## config.mk

```make
export PLATFORM = sky130hd
export DESIGN_NAME = vseq_ctrl
export DESIGN_NICKNAME = d
export VERILOG_FILES = /design/src/rtl/vseq_ctrl.sv
export SDC_FILE = /design/constraint.sdc
export NUM_CORES = 1
export LEC_CHECK = 0
export CAP_MARGIN = 20
export CORE_UTILIZATION = 38
export CTS_CLUSTER_SIZE = 16
export DETAILED_ROUTE_END_ITERATION = 8
export GPL_TIMING_DRIVEN = 1
export MAX_ROUTING_LAYER = met4
export PLACE_DENSITY_LB_ADDON = 0.2
export SYNTH_ARGS = -nofsm -noshare
export SYNTH_HDL_FRONTEND = slang
export SYNTH_SLANG_ARGS = --single-unit
```

## constraint.sdc

```tcl
create_clock -name clk -period 3.9 [get_ports clk]
set_input_delay 0.78 -clock clk [delete_from_list [all_inputs] [get_ports clk]]
set_output_delay 0.78 -clock clk [all_outputs]
set_load 0.01 [all_outputs]
```

## src/rtl/vseq_ctrl.sv

```systemverilog
// Vector pass sequencer: splits a vector instruction of up to MAXLEN elements
// into LANES-wide passes, stalling fetch and driving vregfile group/mask/write enable.
module vseq_ctrl #(
  parameter int LANES  = 5,
  parameter int MAXLEN = 20,
  parameter int GW     = 2
) (
  input  logic             clk,
  input  logic             reset,
  input  logic [31:0]      Instr,
  input  logic             RegWrite,
  input  logic             flush,
  output logic             stall,
  output logic             vwe,
  output logic [GW-1:0]    group,
  output logic [LANES-1:0] lane_mask,
  output logic             busy,
  output logic             done,
  output logic             len_err,
  output logic [0:0]       dbg_state
);

  // Handshake: there is no valid/ready pair here; stall=1 means "hold PC and
  // Instr this cycle", and the instruction is consumed on the edge where stall=0.

  localparam logic [0:0] S_IDLE = 1'b0;
  localparam logic [0:0] S_RUN  = 1'b1;

  logic [0:0]    state;
  logic [GW-1:0] cnt;
  logic [4:0]    len_q;
  logic          we_q;

  logic          vector_op;
  logic [4:0]    len;
  logic [4:0]    len_clamp;
  logic [4:0]    cur_len;
  logic [GW-1:0] cur_grp;
  logic [7:0]    offset;
  logic [7:0]    rem;
  logic          last;
  logic          start;

  function automatic logic [LANES-1:0] mask_of(input logic [7:0] r);
    logic [LANES-1:0] m;
    for (int i = 0; i < LANES; i++) m[i] = (8'(i) < r);
    return m;
  endfunction

  assign vector_op = (Instr[31:28] == 4'b1111);
  assign len       = Instr[8:4];
  assign len_clamp = (len > 5'(MAXLEN)) ? 5'(MAXLEN) : len;
  assign start     = vector_op && (len != 5'd0);

  // Elements remaining from the current group onward; cnt never passes the
  // last group, so this cannot underflow.
  assign cur_len = (state == S_RUN) ? len_q : len_clamp;
  assign cur_grp = (state == S_RUN) ? cnt : '0;
  assign offset  = 8'(32'(cur_grp) * LANES);
  assign rem     = {3'b000, cur_len} - offset;
  assign last    = (rem <= 8'(LANES));

  always_comb begin
    stall     = 1'b0;
    vwe       = 1'b0;
    group     = '0;
    lane_mask = '0;
    busy      = 1'b0;
    done      = 1'b0;
    len_err   = 1'b0;
    dbg_state = reset ? state : S_IDLE;
    if (reset) begin
      case (state)
        S_IDLE: begin
          if (start) begin
            vwe       = RegWrite;
            lane_mask = mask_of(rem);
            len_err   = (len > 5'(MAXLEN));
            stall     = !last;
            done      = last;
          end
        end
        S_RUN: begin
          busy      = 1'b1;
          group     = cnt;
          lane_mask = mask_of(rem);
          if (!flush) begin
            vwe   = we_q;
            stall = !last;
            done  = last;
          end
        end
        default: ;
      endcase
    end
  end

  always_ff @(posedge clk or negedge reset) begin
    if (!reset) begin
      state <= S_IDLE;
      cnt   <= '0;
      len_q <= '0;
      we_q  <= 1'b0;
    end else begin
      case (state)
        S_IDLE: begin
          if (start && !last) begin
            state <= S_RUN;
            len_q <= len_clamp;
            we_q  <= RegWrite;
            cnt   <= GW'(1);
          end
        end
        S_RUN: begin
          if (flush || last) begin
            state <= S_IDLE;
            cnt   <= '0;
          end else begin
            cnt <= cnt + 1'b1;
          end
        end
        default: begin
          state <= S_IDLE;
          cnt   <= '0;
        end
      endcase
    end
  end

endmodule

```

==> flow_summary.yaml, run 1 <==
clocking:
  cts_made_buffers: 3
  cts_max_path_buffers: 2
  holdBufCountCts: 0
  cts-root-buf: "clkbuf_4"
  numClockSinks: 9
  clkLatencyLatePin_ps: 270
  cts.reportedPaths.clkPinSlew_ps: 60
  cts_max_level: 1
  cts_tree: "built"
global_routing:
  grt-ovfl-total: 0
  grt_pass1_vias: 842
  grt_pass1_wl_um: 3620
  antenna_found_initial: 0
  grtUsageTotal_pct: 19.6
  grt_max_degree: 13
routing:
  drc_errors: 0
  vias_per_cell: 5.41
  drtAntennaViolNets: 0
  routed_wl_um: 2160
  wl_per_cell_um: 12.5
  vias: 936
  firstDrtPassIters: 4
  drt-initial-drc-count: 20
finish:
  area_delta_synth_final_pct: 53.8
  diodes: 0
  drive_gt1_share_pct: 37.7
  layout_common_cells: "15 x buf_4, 13 x clkdlybuf4s50_1, 12 x a21oi_1, 9 x dfrtp_1"
  fill_cells: 186
  final_common_cell: "buf_4"
  fin_util_pct: 64.9
  final_nets: 190
logic_synthesis:
  synth_ff_type: "dfrtp_1"
  ys_types: 36
  yosysSeqAreaShare_pct: 25.9
  synth_top_area_share_pct: 25.9
  async_flop_share_pct: 100
  syn_inst: 104
  synth_edf_count: 0
  ys_seq_elements: 9
  synth_fp_nets: 147
  synth.avg_cell_area_um2: 8.36
  synth_area_um2: 870
  synth.area.top_cells: "dfrtp_1 26%, ha_1 8.6%, a21oi_1 8.1%"
  ys_warn_count: 0
  synth_area_leader_cell: "dfrtp_1"
run_status:
  status: "finished clean"
pwr:
  intPower_w: 0.000266
  switching_share_pct: 35.5
  combPwrFrac_pct: 47.0
  power_switching_w: 0.000146
  vdd_drop_max_mv: 0.175
  leakage_nw: 0.599
  power_frac_seq_pct: 35.0
  p_per_area_mw_per_mm2: 308
  pwr-share-clk_pct: 18.0
sta:
  period_share_pct: 97.1
  setup_viol: 0
  min_period_ps: 3790
  slew_violations: 0
  maxSlewHeadroom_pct: 64.7
  max_freq_mhz: 264
  skew_ps: 8.57
  worst_pin_slew_ps: 526
  hold_viol: 0
  setup_tns_ps: 0
place:
  io_buffers: 25
  detailed_place_hpwl_um: 1660
  gp_congestion: 0.755
floorplan:
  ios: 49
  rows: 16
  start_util_pct: 42.2
  die-area_mm2: 0.00248
  core_mm2: 0.00206
  die_x_um: 49.8
  die_y_um: 49.8
worst_setup_path:
  r2r_slack_ps: 960
  crit_end: "done"
  critPathLaunchType: "primary input"
  crit_start: "Instr[8]"
  critPathMaxFanout: 7
  cp_data_required_time_ps: 3120
  timing.rr.start: "state$_DFF_PN0_"
  reg2reg_depth: 12
  cp.arrival_ps: 3010
  crit_type: "in2out"
  r2r-end: "len_q[4]$_DFFE_PN0P_"
  cp-end-kind: "output port"
job:
  maxCapViolCount: 0
worst_hold_path:
  min_path_type: "reg2reg"
[per-layer routing]
layer,vias to the layer above,GRT usage (%),share of wire [%]
li1,457,-,-
met1,435,24.9,42
met2,39,31.8,50
met3,5,0.309,5.2
met4,0,10.5,2.3
met5,-,-,0
[worst min-delay path by stage]
stage,startpoint,to,slack [ps],cells after the start
final,len_q[3]$_DFFE_PN0P_,len_q[3]$_DFFE_PN0P_,510,2
after global routing,len_q[0]$_DFFE_PN0P_,len_q[0]$_DFFE_PN0P_,550,2
after CTS,len_q[3]$_DFFE_PN0P_,len_q[3]$_DFFE_PN0P_,510,2
after detailed placement,len_q[3]$_DFFE_PN0P_,len_q[3]$_DFFE_PN0P_,490,2
after global placement,len_q[3]$_DFFE_PN0P_,len_q[3]$_DFFE_PN0P_,490,2
after floorplan,len_q[3]$_DFFE_PN0P_,len_q[3]$_DFFE_PN0P_,470,2
[power groups by stage]
stage | Combinational (W) | Clock, W | Sequential (W)
after floorplan | 0.000115 | 0 | 0.000138
after global placement | 0.000165 | 0 | 0.000145
after detailed placement | 0.000170 | 0 | 0.000145
after CTS | 0.000184 | 0.0000738 | 0.000144
after global routing | 0.000213 | 0.0000763 | 0.000150
final | 0.000194 | 0.0000742 | 0.000144
[critical path: stages]
cell,delay [ps]
dlygate4sd2_1,260
buf_6,140
a21o_1,170
mux2i_1,190
ha_2,200
inv_1,60
ha_4,230
nor2_2,100
nand4_1,220
a221oi_4,370
and2_1,160
buf_2,120
[through the flow]
| step | total power, W | area (um^2) | instances | hold WS, ps | setup WS (ps) |
|---|---|---|---|---|---|
| 6_report | 0.000412 | 1340 | 173 | 506 | 112 |
| 5_1_grt | 0.000439 | 1340 | 173 | 546 | -14.7 |
| 4_1_cts | 0.000402 | 1320 | 173 | 509 | 35.9 |
| 3_5_place_dp | 0.000315 | 1240 | 168 | 494 | -806 |
| 3_3_place_gp | 0.000310 | 1240 | 168 | 487 | -720 |
| 2_1_floorplan | 0.000253 | 870 | 104 | 472 | 279 |
[what timing repair did]
action	4_1_cts	5_1_grt
buffers inserted	1	0
endpoints found under the setup margin	7	7
cloned	0	0
gates resized for setup	39	20
pin swaps	9	11
[flip-flops by register name, summed over array words and instances, names as in the netlist]
register	count
cnt	2
len_q	5
state	1
we_q	1
[cell type report]
class / instances / area (um^2) / area share (%)
Tap cell: 27 / 33.8 / 2.53
Inverter: 9 / 36.3 / 2.71
Clock buffer: 4 / 26.3 / 1.96
Timing Repair Buffer: 42 / 340 / 25.4
Multi-Input combinational cell: 82 / 676 / 50.5
Sequential cell: 9 / 225 / 16.8
[cells in the mapped netlist, types with 3 or more instances]
| library cell | number |
|---|---|
| a21oi_1 | 14 |
| dfrtp_1 | 9 |
| inv_1 | 8 |
| nand2_1 | 8 |
| o21ai_0 | 7 |
| ha_1 | 6 |
| nor2_1 | 6 |
| nor3_1 | 6 |
| mux2_4 | 3 |
| nand2b_1 | 3 |
| nand4_1 | 3 |
[logic make-up (layout without fill, tap and decap cells)]
| group | Yosys count | after routing | synth area share, % |
|---|---|---|---|
| buffers and inverters | 13 | 55 | 8.06 |
| DFF | 9 | 9 | 25.9 |
| AOI/OAI and AO/OA | 32 | 32 | 24.2 |
| adders and majority gates | 7 | 7 | 10.9 |
| muxes | 5 | 5 | 7.63 |
| xor gates and xnor gates | 3 | 3 | 3.02 |
| and+or+nand+nor | 35 | 35 | 20.3 |
Note: power is estimated with default switching activity, not from simulation.
==> inputs of run 2 (changes only) <==
--- a/config.mk
+++ b/config.mk
@@ -6,6 +6,7 @@
 export NUM_CORES = 1
 export LEC_CHECK = 0
 export CAP_MARGIN = 20
+export CORE_ASPECT_RATIO = 1.1
 export CORE_UTILIZATION = 38
 export CTS_CLUSTER_SIZE = 16
 export DETAILED_ROUTE_END_ITERATION = 8
==> flow_summary.yaml, run 2 (synthesis results as in run 1) <==
worst_setup_path:
  reg2reg_depth: 12
  critPathLaunchType: "primary input"
  cp_data_required_time_ps: 3120
  cp-end-kind: "output port"
  cp.arrival_ps: 3020
  crit_type: "in2out"
  critPathMaxFanout: 3
routing:
  drtAntennaViolNets: 0
  firstDrtPassIters: 4
  drt-initial-drc-count: 11
  drc_errors: 0
  wl_per_cell_um: 13.3
  vias: 950
  routed_wl_um: 2400
  vias_per_cell: 5.28
finish:
  regMostFlops: "len_q"
  drive_gt1_share_pct: 39.5
  largest_reg_flops: 5
  layout_common_cells: "22 x buf_4, 13 x clkdlybuf4s50_1, 11 x a21oi_1, 9 x dfrtp_1"
  final_nets: 196
  stdcell_area_mm2: 0.00140
  area_delta_synth_final_pct: 60.6
  final_common_cell: "buf_4"
  fin_util_pct: 67.0
  diodes: 0
  fin_cells: 180
  top_regs: "len_q (5), cnt (2)"
place:
  placed_cells: 173
  io_buffers: 25
  gp_congestion: 0.838
  detailed_place_hpwl_um: 1750
  place_area_mm2: 0.00127
floorplan:
  rows: 17
  core_mm2: 0.00208
  start_util_pct: 41.7
  die_x_um: 47.6
  ios: 49
  die-area_mm2: 0.00248
  die_y_um: 52.2
sta:
  skew_ps: 10.1
  maxSlewHeadroom_pct: 61.2
  min_period_ps: 3800
  max_freq_mhz: 263
  setup_viol: 0
  worst_pin_slew_ps: 578
  slew_violations: 0
  hold_viol: 0
  period_share_pct: 97.5
worst_hold_path:
  min_path_type: "reg2reg"
  holdPathStages: 1
clocking:
  cts.reportedPaths.clkPinSlew_ps: 60
  numClockSinks: 9
  cts_max_level: 1
  cts-root-buf: "clkbuf_4"
  cts_made_buffers: 3
  cts_tree: "built"
  clkLatencyLatePin_ps: 260
  cts_max_path_buffers: 2
pwr:
  p_per_area_mw_per_mm2: 299
  combPwrFrac_pct: 47.9
  vdd_drop_max_mv: 0.246
  power_frac_seq_pct: 34.8
  leakage_nw: 0.624
  switching_share_pct: 35.6
  pwr-share-clk_pct: 17.3
  intPower_w: 0.000269
  power_switching_w: 0.000149
  total_power_w: 0.000417
run_status:
  status: "finished clean"
global_routing:
  grtUsageTotal_pct: 22.6
  grt_pass1_wl_um: 3910
  grt_max_degree: 13
  grt_pass1_vias: 920
  grt-ovfl-total: 0
  antenna_found_initial: 0
job:
  maxCapViolCount: 0
[run 2: path summary, 6_finish.rpt]
path / startpoint / slack (ps) / endpoint
worst max-delay path: Instr[5] / 100 / done
worst min-delay path: we_q$_DFFE_PN0P_ / 520 / we_q$_DFFE_PN0P_
worst max register to register: state$_DFF_PN0_ / 960 / we_q$_DFFE_PN0P_
worst min register to register: we_q$_DFFE_PN0P_ / 520 / we_q$_DFFE_PN0P_
max in group asynchronous: reset / 2860 / state$_DFF_PN0_
min in group asynchronous: reset / 880 / len_q[3]$_DFFE_PN0P_
[run 2: layer usage]
layer	up-vias	GRT usage (%)	routed length [um]	part of all wire (%)
met5	-	-	0	0
met4	0	6.48	12	0.50
met3	2	2.41	56	2.3
met2	21	38.8	1260	53
met1	459	27.5	1070	44
li1	468	-	-	-
[run 2: critical path, stage by stage]
cell and delay, ps:
clkbuf_2 100, o21ai_1 70, nand2_1 80, nand2_2 60
nand2_2 80, nor2_1 50, a21oi_2 130, ha_2 180
inv_2 50, buf_4 130, ha_4 260, nand4_1 130
a31o_2 330, a221oi_4 300, and2_1 170, buf_2 130
[run 2: power groups by stage]
stage	registers (W)	logic (W)	clock network (W)
finish	0.000145	0.000200	0.0000722
global route	0.000149	0.000217	0.0000771
CTS	0.000144	0.000195	0.0000719
detailed placement	0.000145	0.000175	0
global placement	0.000144	0.000170	0
floorplan	0.000138	0.000115	0
[run 2: repair_timing]
action                     4_1_cts  5_1_grt
gates cloned                     0        0
hold buffers                     0        0
setup buffers                    1        2
setup endpoints to repair        7        7
gates resized for setup         42       14
pin swaps                       11        9
[run 2: cell type report]
cell class                 count  area, um^2
fill                         186         688
multi-input combinational     82         682
timing repair buffer          48         392
sequential                     9         225
inverter                       9        36.3
tap                           28        35.0
clock buffer                   4        26.3
[run 2: through the flow]
step	hold slack [ps]	setup slack (ps)	setup TNS, ps
2_1_floorplan	472	279	0
3_5_place_dp	500	-866	-5790
5_1_grt	528	-8.48	-8.48
3_3_place_gp	485	-767	-5020
4_1_cts	517	20.4	0
6_report	521	97.7	0
